$ cat config.mk
export PLATFORM = sky130hd
export DESIGN_NAME = wb_gpio_debounce_flat
export DESIGN_NICKNAME = d
export VERILOG_FILES = /design/src/rtl/wb_gpio_pkg.sv /design/src/rtl/wb_gpio_debounce_if.sv /design/src/rtl/gpio_debounce.sv /design/src/rtl/wb_gpio_debounce.sv /design/src/flat_wrapper.sv
export SDC_FILE = /design/constraint.sdc
export NUM_CORES = 1
export LEC_CHECK = 0
export ABC_CLOCK_PERIOD_IN_PS = 1820
export BUFFER_PORTS_ARGS = -buffer_cell sky130_fd_sc_hd__buf_2
export CORE_MARGIN = 10
export CORE_UTILIZATION = 40
export CTS_CLUSTER_DIAMETER = 150
export DETAILED_ROUTE_END_ITERATION = 7
export GPL_ROUTABILITY_DRIVEN = 0
export PLACE_DENSITY = 0.71
export SYNTH_ARGS = -nofsm -noshare
export SYNTH_HDL_FRONTEND = slang
export SYNTH_SLANG_ARGS = --single-unit
$ cat constraint.sdc
create_clock -name clk -period 1.82 [get_ports clk]
set_input_delay 0.182 -clock clk [delete_from_list [all_inputs] [get_ports clk]]
set_output_delay 0.182 -clock clk [all_outputs]
set_load 0.1 [all_outputs]
$ cat src/rtl/wb_gpio_pkg.sv
`default_nettype none
// ============================================================================
// Module      : wb_gpio_pkg
// Description : Register offsets and decode helpers for the Wishbone GPIO
//               peripheral. WB_GPIO_FALL_EDGE_EN adds the fall-status word.
// Revision    : 1.0 - initial release
// ============================================================================
package wb_gpio_pkg;

    typedef logic [2:0] reg_off_t;

    localparam reg_off_t REG_LEDS = 3'd0;
    localparam reg_off_t REG_BTN  = 3'd1;
    localparam reg_off_t REG_RISE = 3'd2;
    localparam reg_off_t REG_MASK = 3'd3;
    localparam reg_off_t REG_FALL = 3'd4;

`ifdef WB_GPIO_FALL_EDGE_EN
    localparam int unsigned NUM_REGS = 5;
`else
    localparam int unsigned NUM_REGS = 4;
`endif

    // Unsigned subtraction wraps addresses below the base out of range.
    function automatic logic addr_hit(input logic [31:0] addr, input logic [31:0] base);
        logic [31:0] off;
        off = addr - base;
        return off < NUM_REGS;
    endfunction

endpackage
`default_nettype wire

$ cat src/rtl/wb_gpio_debounce_if.sv
`default_nettype none
// ============================================================================
// Module      : wb_gpio_debounce_if
// Description : Pipelined Wishbone slave port bundle for the GPIO peripheral.
// Revision    : 1.0 - initial release
// ============================================================================
interface wb_gpio_debounce_if;

    logic        i_wb_cyc;
    logic        i_wb_stb;
    logic        i_wb_we;
    logic [31:0] i_wb_addr;
    logic [31:0] i_wb_data;
    logic        o_wb_ack;
    logic        o_wb_stall;
    logic [31:0] o_wb_data;

    modport master (
        output i_wb_cyc, i_wb_stb, i_wb_we, i_wb_addr, i_wb_data,
        input  o_wb_ack, o_wb_stall, o_wb_data
    );

    modport slave (
        input  i_wb_cyc, i_wb_stb, i_wb_we, i_wb_addr, i_wb_data,
        output o_wb_ack, o_wb_stall, o_wb_data
    );

endinterface
`default_nettype wire

$ cat src/rtl/gpio_debounce.sv
`default_nettype none
// ============================================================================
// Module      : gpio_debounce
// Description : One-bit two-flop synchroniser followed by a stability counter.
// Revision    : 1.0 - initial release
// ============================================================================
module gpio_debounce #(
    parameter int DEBOUNCE_CYCLES = 16
) (
    input  wire logic clk,
    input  wire logic reset,
    input  wire logic i_raw,
    output logic      o_db,
    output logic      o_change
);

    localparam int c_cnt_w = $clog2(DEBOUNCE_CYCLES + 1);
    localparam logic [c_cnt_w-1:0] c_cnt_last = c_cnt_w'(DEBOUNCE_CYCLES - 1);

    logic               r_sync1;
    logic               r_sync2;
    logic [c_cnt_w-1:0] r_cnt;
    logic               r_db;

    // High in the cycle whose clock edge flips the debounced value.
    assign o_change = (r_sync2 != r_db) && (r_cnt == c_cnt_last);
    assign o_db     = r_db;

    always_ff @(posedge clk or posedge reset) begin
        if (reset) begin
            r_sync1 <= 1'b0;
            r_sync2 <= 1'b0;
            r_cnt   <= '0;
            r_db    <= 1'b0;
        end else begin
            r_sync1 <= i_raw;
            r_sync2 <= r_sync1;
            if (r_sync2 == r_db) begin
                r_cnt <= '0;
            end else if (r_cnt == c_cnt_last) begin
                r_db  <= r_sync2;
                r_cnt <= '0;
            end else begin
                r_cnt <= r_cnt + 1'b1;
            end
        end
    end

endmodule
`default_nettype wire

$ cat src/rtl/wb_gpio_debounce.sv
`default_nettype none
// ============================================================================
// Module      : wb_gpio_debounce
// Description : Wishbone GPIO slave: debounced buttons with W1C edge status
//               and maskable irq, plus an LED register. Optional macro
//               WB_GPIO_FALL_EDGE_EN adds fall-edge status at offset 4.
// Revision    : 1.0 - initial release
// ============================================================================
module wb_gpio_debounce
    import wb_gpio_pkg::*;
#(
    parameter logic [31:0] BASE_ADDR       = 32'h00000010,
    parameter int          N_BUTTONS       = 3,
    parameter int          N_LEDS          = 8,
    parameter int          DEBOUNCE_CYCLES = 16
) (
    input  wire logic                 clk,
    input  wire logic                 reset,
    wb_gpio_debounce_if.slave         wb,
    input  wire logic [N_BUTTONS-1:0] buttons,
    output logic      [N_LEDS-1:0]    leds,
    output logic                      irq
);

    logic [31:0]          w_off;
    reg_off_t             w_sel;
    logic                 w_req;
    logic                 w_wr;
    logic [31:0]          w_rd;
    logic [N_BUTTONS-1:0] w_db;
    logic [N_BUTTONS-1:0] w_chg;
    logic [N_BUTTONS-1:0] w_rise_clr;
    logic                 w_unused_ok;

    logic                 r_ack;
    logic [31:0]          r_rdata;
    logic [N_LEDS-1:0]    r_leds;
    logic [N_BUTTONS-1:0] r_rise;
    logic [N_BUTTONS-1:0] r_mask;
    logic                 r_irq;

    assign w_off      = wb.i_wb_addr - BASE_ADDR;
    assign w_sel      = w_off[2:0];
    assign w_req      = wb.i_wb_cyc && wb.i_wb_stb && addr_hit(wb.i_wb_addr, BASE_ADDR);
    assign w_wr       = w_req && wb.i_wb_we;
    assign w_rise_clr = (w_wr && w_sel == REG_RISE) ? wb.i_wb_data[N_BUTTONS-1:0] : '0;
    // Upper write-data bits beyond each field width are deliberately dropped.
    assign w_unused_ok = &{1'b0, wb.i_wb_data};

    generate
        for (genvar i = 0; i < N_BUTTONS; i++) begin : g_btn
            gpio_debounce #(
                .DEBOUNCE_CYCLES(DEBOUNCE_CYCLES)
            ) u_db (
                .clk     (clk),
                .reset   (reset),
                .i_raw   (buttons[i]),
                .o_db    (w_db[i]),
                .o_change(w_chg[i])
            );
        end
    endgenerate

`ifdef WB_GPIO_FALL_EDGE_EN
    logic [N_BUTTONS-1:0] r_fall;
    logic [N_BUTTONS-1:0] w_fall_clr;
    assign w_fall_clr = (w_wr && w_sel == REG_FALL) ? wb.i_wb_data[N_BUTTONS-1:0] : '0;

    always_ff @(posedge clk or posedge reset) begin
        if (reset) begin
            r_fall <= '0;
        end else begin
            r_fall <= (r_fall & ~w_fall_clr) | (w_chg & w_db);
        end
    end
`endif

    always_comb begin
        w_rd = '0;
        case (w_sel)
            REG_LEDS: w_rd = 32'(r_leds);
            REG_BTN:  w_rd = 32'(w_db);
            REG_RISE: w_rd = 32'(r_rise);
            REG_MASK: w_rd = 32'(r_mask);
`ifdef WB_GPIO_FALL_EDGE_EN
            REG_FALL: w_rd = 32'(r_fall);
`endif
            default:  w_rd = '0;
        endcase
    end

    always_ff @(posedge clk or posedge reset) begin
        if (reset) begin
            r_ack   <= 1'b0;
            r_rdata <= '0;
            r_leds  <= '0;
            r_rise  <= '0;
            r_mask  <= '0;
            r_irq   <= 1'b0;
        end else begin
            r_ack   <= w_req;
            r_rdata <= (w_req && !wb.i_wb_we) ? w_rd : 32'd0;
            if (w_wr && w_sel == REG_LEDS) r_leds <= wb.i_wb_data[N_LEDS-1:0];
            if (w_wr && w_sel == REG_MASK) r_mask <= wb.i_wb_data[N_BUTTONS-1:0];
            // A new rising edge outranks a simultaneous clear.
            r_rise  <= (r_rise & ~w_rise_clr) | (w_chg & ~w_db);
`ifdef WB_GPIO_FALL_EDGE_EN
            r_irq   <= |((r_rise | r_fall) & r_mask);
`else
            r_irq   <= |(r_rise & r_mask);
`endif
        end
    end

    assign wb.o_wb_ack   = r_ack;
    assign wb.o_wb_stall = 1'b0;
    assign wb.o_wb_data  = r_rdata;
    assign leds          = r_leds;
    assign irq           = r_irq;

endmodule
`default_nettype wire

$ cat src/flat_wrapper.sv
// flat-port wrapper written by rule: the top's interface ports become plain ports
module wb_gpio_debounce_flat import wb_gpio_pkg::*;
#(
    parameter logic [31:0] BASE_ADDR       = 32'h00000010,
    parameter int          N_BUTTONS       = 3,
    parameter int          N_LEDS          = 8,
    parameter int          DEBOUNCE_CYCLES = 16
)
  (clk, reset, buttons, leds, irq, wb_i_wb_cyc, wb_i_wb_stb, wb_i_wb_we, wb_i_wb_addr, wb_i_wb_data, wb_o_wb_ack, wb_o_wb_stall, wb_o_wb_data);
  wb_gpio_debounce_if wb_i ();
  input  wire logic clk;
  input  wire logic reset;
  input  wire logic [N_BUTTONS-1:0] buttons;
  output logic      [N_LEDS-1:0] leds;
  output logic irq;
  input wire logic [$bits(wb_i.i_wb_cyc)-1:0] wb_i_wb_cyc;
  input wire logic [$bits(wb_i.i_wb_stb)-1:0] wb_i_wb_stb;
  input wire logic [$bits(wb_i.i_wb_we)-1:0] wb_i_wb_we;
  input wire logic [$bits(wb_i.i_wb_addr)-1:0] wb_i_wb_addr;
  input wire logic [$bits(wb_i.i_wb_data)-1:0] wb_i_wb_data;
  output wire logic [$bits(wb_i.o_wb_ack)-1:0] wb_o_wb_ack;
  output wire logic [$bits(wb_i.o_wb_stall)-1:0] wb_o_wb_stall;
  output wire logic [$bits(wb_i.o_wb_data)-1:0] wb_o_wb_data;
  assign wb_i.i_wb_cyc = wb_i_wb_cyc;
  assign wb_i.i_wb_stb = wb_i_wb_stb;
  assign wb_i.i_wb_we = wb_i_wb_we;
  assign wb_i.i_wb_addr = wb_i_wb_addr;
  assign wb_i.i_wb_data = wb_i_wb_data;
  assign wb_o_wb_ack = wb_i.o_wb_ack;
  assign wb_o_wb_stall = wb_i.o_wb_stall;
  assign wb_o_wb_data = wb_i.o_wb_data;
  wb_gpio_debounce #(.BASE_ADDR(BASE_ADDR), .N_BUTTONS(N_BUTTONS), .N_LEDS(N_LEDS), .DEBOUNCE_CYCLES(DEBOUNCE_CYCLES)) u_core (.clk(clk), .reset(reset), .wb(wb_i), .buttons(buttons), .leds(leds), .irq(irq));
endmodule
==> flow_summary.yaml, run 1 <==
power:
  ir_drop_mv: 0.3046
  p_total_w: 0.002117
  power.share.combinational: 0.203
  cellLeakagePower_nw: 1.604
  cellPowerDensity_nw_per_um2: 675.6
  share_clk_of_total_power: 0.276
  power.sequential.fraction: 0.521
  internal_dissipation_w: 0.001455
  sw_frac_of_total: 0.3128
  power.switching_w: 0.0006620
synthesis:
  post_synth.cell_area_avg_um2: 11.50
  ys_warn_count: 0
  syn-instance-count: 202
  seq_area_frac_synth: 0.5172
  postSynthRegisterBits: 48
  post_synth_num_cell_types: 37
  post_synthesis_cell_area_um2: 2322
setup_path:
  crit_chain: "buf_6, nor4_4, nand4_1, nor3_4, o21ai_4, a31oi_4, buf_12, mux2_4"
  endpoint_kind: "register"
  arrival_ns: 1.98
  cp_slowest_cell: "nor3_4"
  worstReg2RegStart: "u_core.g_btn[0].u_db.r_cnt[0]$_DFF_PP0_"
  worst_r2r_path_depth: 4
  critical_path_required_ns: 2.00
  start_kind: "input pin"
  critPathMaxFanout: 8
  path_class: "input pin to register"
  timing.critical_path.from: "wb_i_wb_addr[9]"
  timing.critical_path.slowest_cell_delay_ns: 0.35
global_route:
  via_count_of_the_first_global_routing_pass: 1915
  globalRoute.totalOverflow: 0
  grt_usage: 0.1125
  grt_first_pass_wirelength_mm: 8.342
  grt_max_degree: 49
  initial_antenna_violation_count: 0
routing:
  drc: 0
  dr_total_vias: 1785
  post_drt_wl_per_cell_um: 14.47
  drt_iter0_drc: 92
  via_per_inst: 4.798
  drt-total-wl_mm: 5.383
  drtPass1Iterations: 4
  drtAntennaViolNets: 0
layout:
  mostFrequentLayoutCell: "buf_2"
  final_standard_cell_area_without_fillers_um2: 3133
  layout-area-overhead-vs-synth_pct: 34.91
  antenna-diode-count: 0
  fraction_of_final_layout_cells_sized_beyond_drive_strength_1: 0.4233
  layout_common_cells: "60 x buf_2, 48 x dfrtp_1, 25 x conb_1"
  multi_input_comb_area_um2: 1144
  sequential_cell_area_um2: 1201
  final_nets: 375
  layout.filler_cells: 500
placed_design:
  dpl-instance-area_um2: 2850
  placement.io_buffers: 65
  preCtsSetupSlack_ns: -0.3440
  dpl_hpwl_mm: 4.177
timing:
  max_freq_mhz: 555.1
  timing_hold_violations_final: 0
  worst_hold_slack_ns: 0.02744
  slew_headroom: 0.5775
  slew_at_the_pin_closest_to_its_max_slew_limit_ns: 0.6280
  post-route-min-period_ns: 1.801
  setup-violations-final: 0
  rsz0062_at_grt: "true"
  min_period_over_period: 0.9898
  max_slew_vio_count: 0
  setup_slack_ns: 0.01855
  finalClockSkew_ns: 0.004641
cts:
  cts_tree: "yes"
  clkSinkCount: 48
  clkLatencyLatePin_ns: 0.29
  clock_tree.root_cell: "clkbuf_8"
  cts_made_buffers: 5
  h-tree-depth: 2
  clock_pin_transition_on_the_worst_setup_and_hold_timing_paths_ns: 0.08
  clock_tree.buffer_depth: 2
die:
  die_area_um2: 9253
  floorplan.initialDensity: 0.4166
  die-height_um: 96.20
  die_width_um: 96.20
  core_region_area_um2: 5574
  placement_rows: 27
  floorplan.io_pins: 115
run_status:
  status: "finished clean"
worst_hold_path:
  worst_hold_path_type: "input pin to async pin"
flow_run:
  drv_cap: 0
## layer usage
metal,global-route usage,up-vias,part of all wire
met3,0.04436,6,0.11
met1,0.1403,828,0.45
met4,0.04545,0,0.013
met5,0,-,0
li1,-,872,-
met2,0.1704,79,0.43
## area by class of cell
type | instances | area share
timing repair buffer | 93 | 0.1885
multi-input combinational | 144 | 0.3650
clock inverter | 1 | 0.001597
tap | 72 | 0.02875
sequential | 48 | 0.3834
clock buffer | 6 | 0.02316
inverter | 8 | 0.009585
## cell families (layout without fill, tap and decap cells)
logic type,count (synthesis),count (layout),share of synthesized area
simple gates,72,72,0.1821
flops,48,48,0.5172
buf+inv,34,108,0.09537
compound gates,18,18,0.05657
mux,17,17,0.09698
xor+xnor,9,9,0.03395
fa+ha+maj,3,3,0.01617
other cells,1,25,0.001615
## metrics by stage
| step | instances | util | TNS (ns) |
|---|---|---|---|
| floorplan | 226 | - | -0.1998 |
| global placement | 356 | 0.5113 | -4.571 |
| detailed placement | 356 | 0.5113 | -5.334 |
| CTS | 367 | 0.5329 | 0 |
| global route | 372 | 0.5621 | -1.701 |
| finish | 372 | 0.5621 | 0 |
## what timing repair did
item,in CTS,in global routing
setup endpoints to repair,3,20
resized for setup,1,25
hold endpoints to repair,3,0
hold buffers,3,0
gates cloned,0,0
buffers inserted,1,5
pin swaps,0,10
## power groups by stage
stage / registers (W) / logic [W] / clock network [W]
global route: 0.00111 / 0.000457 / 0.000636
detailed placement: 0.00112 / 0.000407 / 0
CTS: 0.00110 / 0.000414 / 0.000605
global placement: 0.00112 / 0.000404 / 0
floorplan: 0.00112 / 0.000346 / 0
finish: 0.00110 / 0.000430 / 0.000583
## critical path, delay by kind of cell
family	cells	cell delay [ns]
multiplexers	1	0.30
AO/OA/AOI/OAI	2	0.36
buffers and inverters	2	0.26
AND/OR/NAND/NOR	3	0.87
## state kept, by name, summed over array words and instances, names as in the netlist
register                   cells
u_core.g_btn.u_db.o_db         3
u_core.g_btn.u_db.r_cnt       15
u_core.g_btn.u_db.r_sync1      3
u_core.g_btn.u_db.r_sync2      3
u_core.irq                     1
u_core.leds                    8
u_core.r_mask                  3
u_core.r_rise                  3
u_core.wb.o_wb_ack             1
u_core.wb.o_wb_data            8
## cells in the mapped netlist
master     number  area share
nand2_1         4      0.0065
or3_1           1      0.0027
a31oi_4         1      0.0092
a222oi_1        1      0.0043
or4_1           2      0.0065
mux4_2          3       0.029
xor2_1          7       0.026
nor2_1         14       0.023
conb_1          1      0.0016
nor4_2          2       0.011
nand4_1         6       0.016
nor4b_1         1      0.0038
a2bb2oi_1       2      0.0075
nor4_1          4       0.011
nor4bb_1        1      0.0043
a31oi_2         1      0.0054
buf_1           1      0.0016
ha_1            3       0.016
nand3b_1        2      0.0065
o21ai_1         2      0.0043
and3_1         10       0.027
buf_4          25       0.081
mux2_2          6       0.029
xnor2_1         2      0.0075
nand3_1         8       0.017
dfrtp_1        48        0.52
o21bai_1        1      0.0032
nor3_1          6       0.013
mux2_1          8       0.039
nor3b_1         5       0.016
inv_1           8       0.013
and2_1          2      0.0054
a21oi_1         1      0.0022
nand4bb_1       1      0.0048
a31oi_1         2      0.0054
o21ai_0         7       0.015
nor2b_1         3      0.0081
## path summary, 6_finish.rpt
path	end	slack [ns]
setup / recovery	u_core.leds[7]$_DFFE_PP0P_	0.02
hold / removal	u_core.wb.o_wb_ack$_DFF_PP0_	0.03
setup reg to reg	u_core.g_btn[0].u_db.o_db$_DFFE_PP0P_	0.46
hold reg to reg	u_core.g_btn[2].u_db.r_sync2$_DFF_PP0_	0.35
max in group asynchronous	u_core.wb.o_wb_data[4]$_DFF_PP0_	1.40
min in group clk	u_core.leds[3]$_DFFE_PP0P_	0.12
(Power assumes the default switching activity.)
==> run 2: changes to the inputs <==
--- a/config.mk
+++ b/config.mk
@@ -7,12 +7,12 @@
 export LEC_CHECK = 0
 export ABC_CLOCK_PERIOD_IN_PS = 1820
 export BUFFER_PORTS_ARGS = -buffer_cell sky130_fd_sc_hd__buf_2
-export CORE_MARGIN = 10
-export CORE_UTILIZATION = 40
+export CORE_UTILIZATION = 46
 export CTS_CLUSTER_DIAMETER = 150
 export DETAILED_ROUTE_END_ITERATION = 7
 export GPL_ROUTABILITY_DRIVEN = 0
-export PLACE_DENSITY = 0.71
+export MAX_ROUTING_LAYER = met4
+export PLACE_DENSITY = 0.8
 export SYNTH_ARGS = -nofsm -noshare
 export SYNTH_HDL_FRONTEND = slang
 export SYNTH_SLANG_ARGS = --single-unit
==> run 2 against run 1 <==
  * Worst hold slack lost 0.0080 ns
  * Setup slack lost 0.010 ns
  * First-iteration DRC count grew 23%
  * Combinational power shrank 1%
  * Die area shrank 42%
  * Critical endpoint is now u_core.leds[5]$_DFFE_PP0P_
  * Largest power group unchanged
==> flow_summary.yaml, run 2 (same netlist as run 1, synthesis figures left out) <==
run_status:
  status: "finished clean"
timing:
  finalSetupTns_ns: 0
  min_period_over_period: 0.9955
  finalClockSkew_ns: 0.006455
  setup-violations-final: 0
  worst_hold_slack_ns: 0.01940
  timing_hold_violations_final: 0
  slew_headroom: 0.5095
  post-route-min-period_ns: 1.812
  rsz0062_at_grt: "true"
  slew_at_the_pin_closest_to_its_max_slew_limit_ns: 0.7290
  max_freq_mhz: 551.9
  max_slew_vio_count: 0
worst_hold_path:
  worst_hold_path_type: "input pin to async pin"
cts:
  clkSinkCount: 48
  cts_made_buffers: 5
  cts_tree: "yes"
  clock_tree.buffer_depth: 2
  clkLatencyLatePin_ns: 0.30
  clock_pin_transition_on_the_worst_setup_and_hold_timing_paths_ns: 0.08
  clock_tree.root_cell: "clkbuf_8"
  h-tree-depth: 2
layout:
  layout_common_cells: "62 x buf_2, 48 x dfrtp_1, 25 x conb_1"
  final_nets: 369
  mostFrequentLayoutCell: "buf_2"
  antenna-diode-count: 0
  final_standard_cell_area_without_fillers_um2: 3097
  layout-area-overhead-vs-synth_pct: 33.35
  largest_reg_flops: 15
  fraction_of_final_layout_cells_sized_beyond_drive_strength_1: 0.4068
  largest-register: "u_core.g_btn.u_db.r_cnt"
  layout.cells.non_filler: 362
global_route:
  via_count_of_the_first_global_routing_pass: 1731
  globalRoute.totalOverflow: 0
  grt_usage: 0.1968
  grt_first_pass_wirelength_mm: 7.569
  grt_max_degree: 49
  initial_antenna_violation_count: 0
die:
  die_area_um2: 5336
  floorplan.initialDensity: 0.4852
  floorplan.io_pins: 115
  die-height_um: 73.05
  core_region_area_um2: 4786
  placement_rows: 25
  die_width_um: 73.05
setup_path:
  arrival_ns: 2.00
  setup.reg_to_reg.worst_slack_ns: 0.45
  r2r-end: "u_core.g_btn[0].u_db.o_db$_DFFE_PP0P_"
  worstReg2RegStart: "u_core.g_btn[0].u_db.r_cnt[0]$_DFF_PP0_"
  worst_r2r_path_depth: 4
  start_kind: "input pin"
  critPathMaxFanout: 8
  critical_path_required_ns: 2.01
  endpoint_kind: "register"
  path_class: "input pin to register"
  timing.critical_path.from: "wb_i_wb_addr[12]"
  cp_slowest_cell: "mux2_1"
  crit_chain: "buf_2, nor4_4, nand4_1, nor3_2, nand3_2, a31oi_4, buf_12, mux2_1"
  timing.critical_path.slowest_cell_delay_ns: 0.32
routing:
  drtPass1Iterations: 6
  drc: 0
  post_drt_wl_per_cell_um: 12.83
  drt-total-wl_mm: 4.645
  dr_total_vias: 1805
  drt_iter0_drc: 113
  via_per_inst: 4.986
  drtAntennaViolNets: 0
placed_design:
  placement.io_buffers: 65
  cell_count_after_placement: 347
  dpl_hpwl_mm: 3.520
  dpl-instance-area_um2: 2801
power:
  ir_drop_mv: 0.3133
  cellPowerDensity_nw_per_um2: 758.3
  cellLeakagePower_nw: 1.598
  p_total_w: 0.002348
flow_run:
  drv_cap: 0
[run 2: changes by cell type in the layout (fill, tap and decap cells not counted), sizes merged]
cell    before  now
buf         90   84
clkbuf       6    7
bufinv       0    1
clkinv       1    0
[run 2: layout make-up]
class                   instances  area, µm²
repair buffers                 87      529.3
fillers                       381       1689
clock inverters                 1      30.03
flip-flops and latches         48       1201
clock buffers                   7      96.34
multi-input cells             144       1126
well taps                      67      83.83
inverters                       8      30.03
[run 2: power by group]
group	switching (W)	internal, W
sequential	0.0000158	0.00109
combinational	0.000324	0.000101
clock	0.000335	0.000484
total	0.000674	0.00167
[run 2: what timing repair did]
| action | 4_1_cts | 5_1_grt |
|---|---|---|
| pin swaps | 0 | 1 |
| hold buffers | 3 | 0 |
| setup endpoints to repair | 9 | 21 |
| gates resized for setup | 1 | 15 |
| setup buffers | 2 | 2 |
| hold endpoints to repair | 3 | 0 |
[run 2: worst max path at each step]
stage                                    to  depth (start not counted)  slack [ns]
5_1_grt          u_core.leds[0]$_DFFE_PP0P_                          8       -0.05
3_5_place_dp     u_core.leds[2]$_DFFE_PP0P_                          8       -0.42
2_1_floorplan    u_core.leds[0]$_DFFE_PP0P_                          6       -0.02
6_report         u_core.leds[5]$_DFFE_PP0P_                          8       0.008
3_3_place_gp     u_core.leds[6]$_DFFE_PP0P_                          8       -0.33
4_1_cts        u_core.r_mask[1]$_DFFE_PP0P_                          8        0.03
[run 2: metal layers]
metal	GRT usage	vias up	share of wire
li1	-	857	-
met1	0.2258	859	0.41
met2	0.3302	80	0.52
met3	0.04420	9	0.058
met4	0.08497	0	0.019
met5	-	-	0
[run 2: through the flow]
step	worst slack (ns)	util
after floorplan	-0.02498	-
after global placement	-0.3270	0.5854
after detailed placement	-0.4246	0.5854
after CTS	0.02590	0.6248
after global routing	-0.05102	0.6471
final	0.008152	0.6471
[run 2: worst max-delay path, delay by kind of cell]
family,cells,cell delay (ns)
simple gates,4,1.01
mux,1,0.32
buf+inv,2,0.26
compound gates,1,0.21
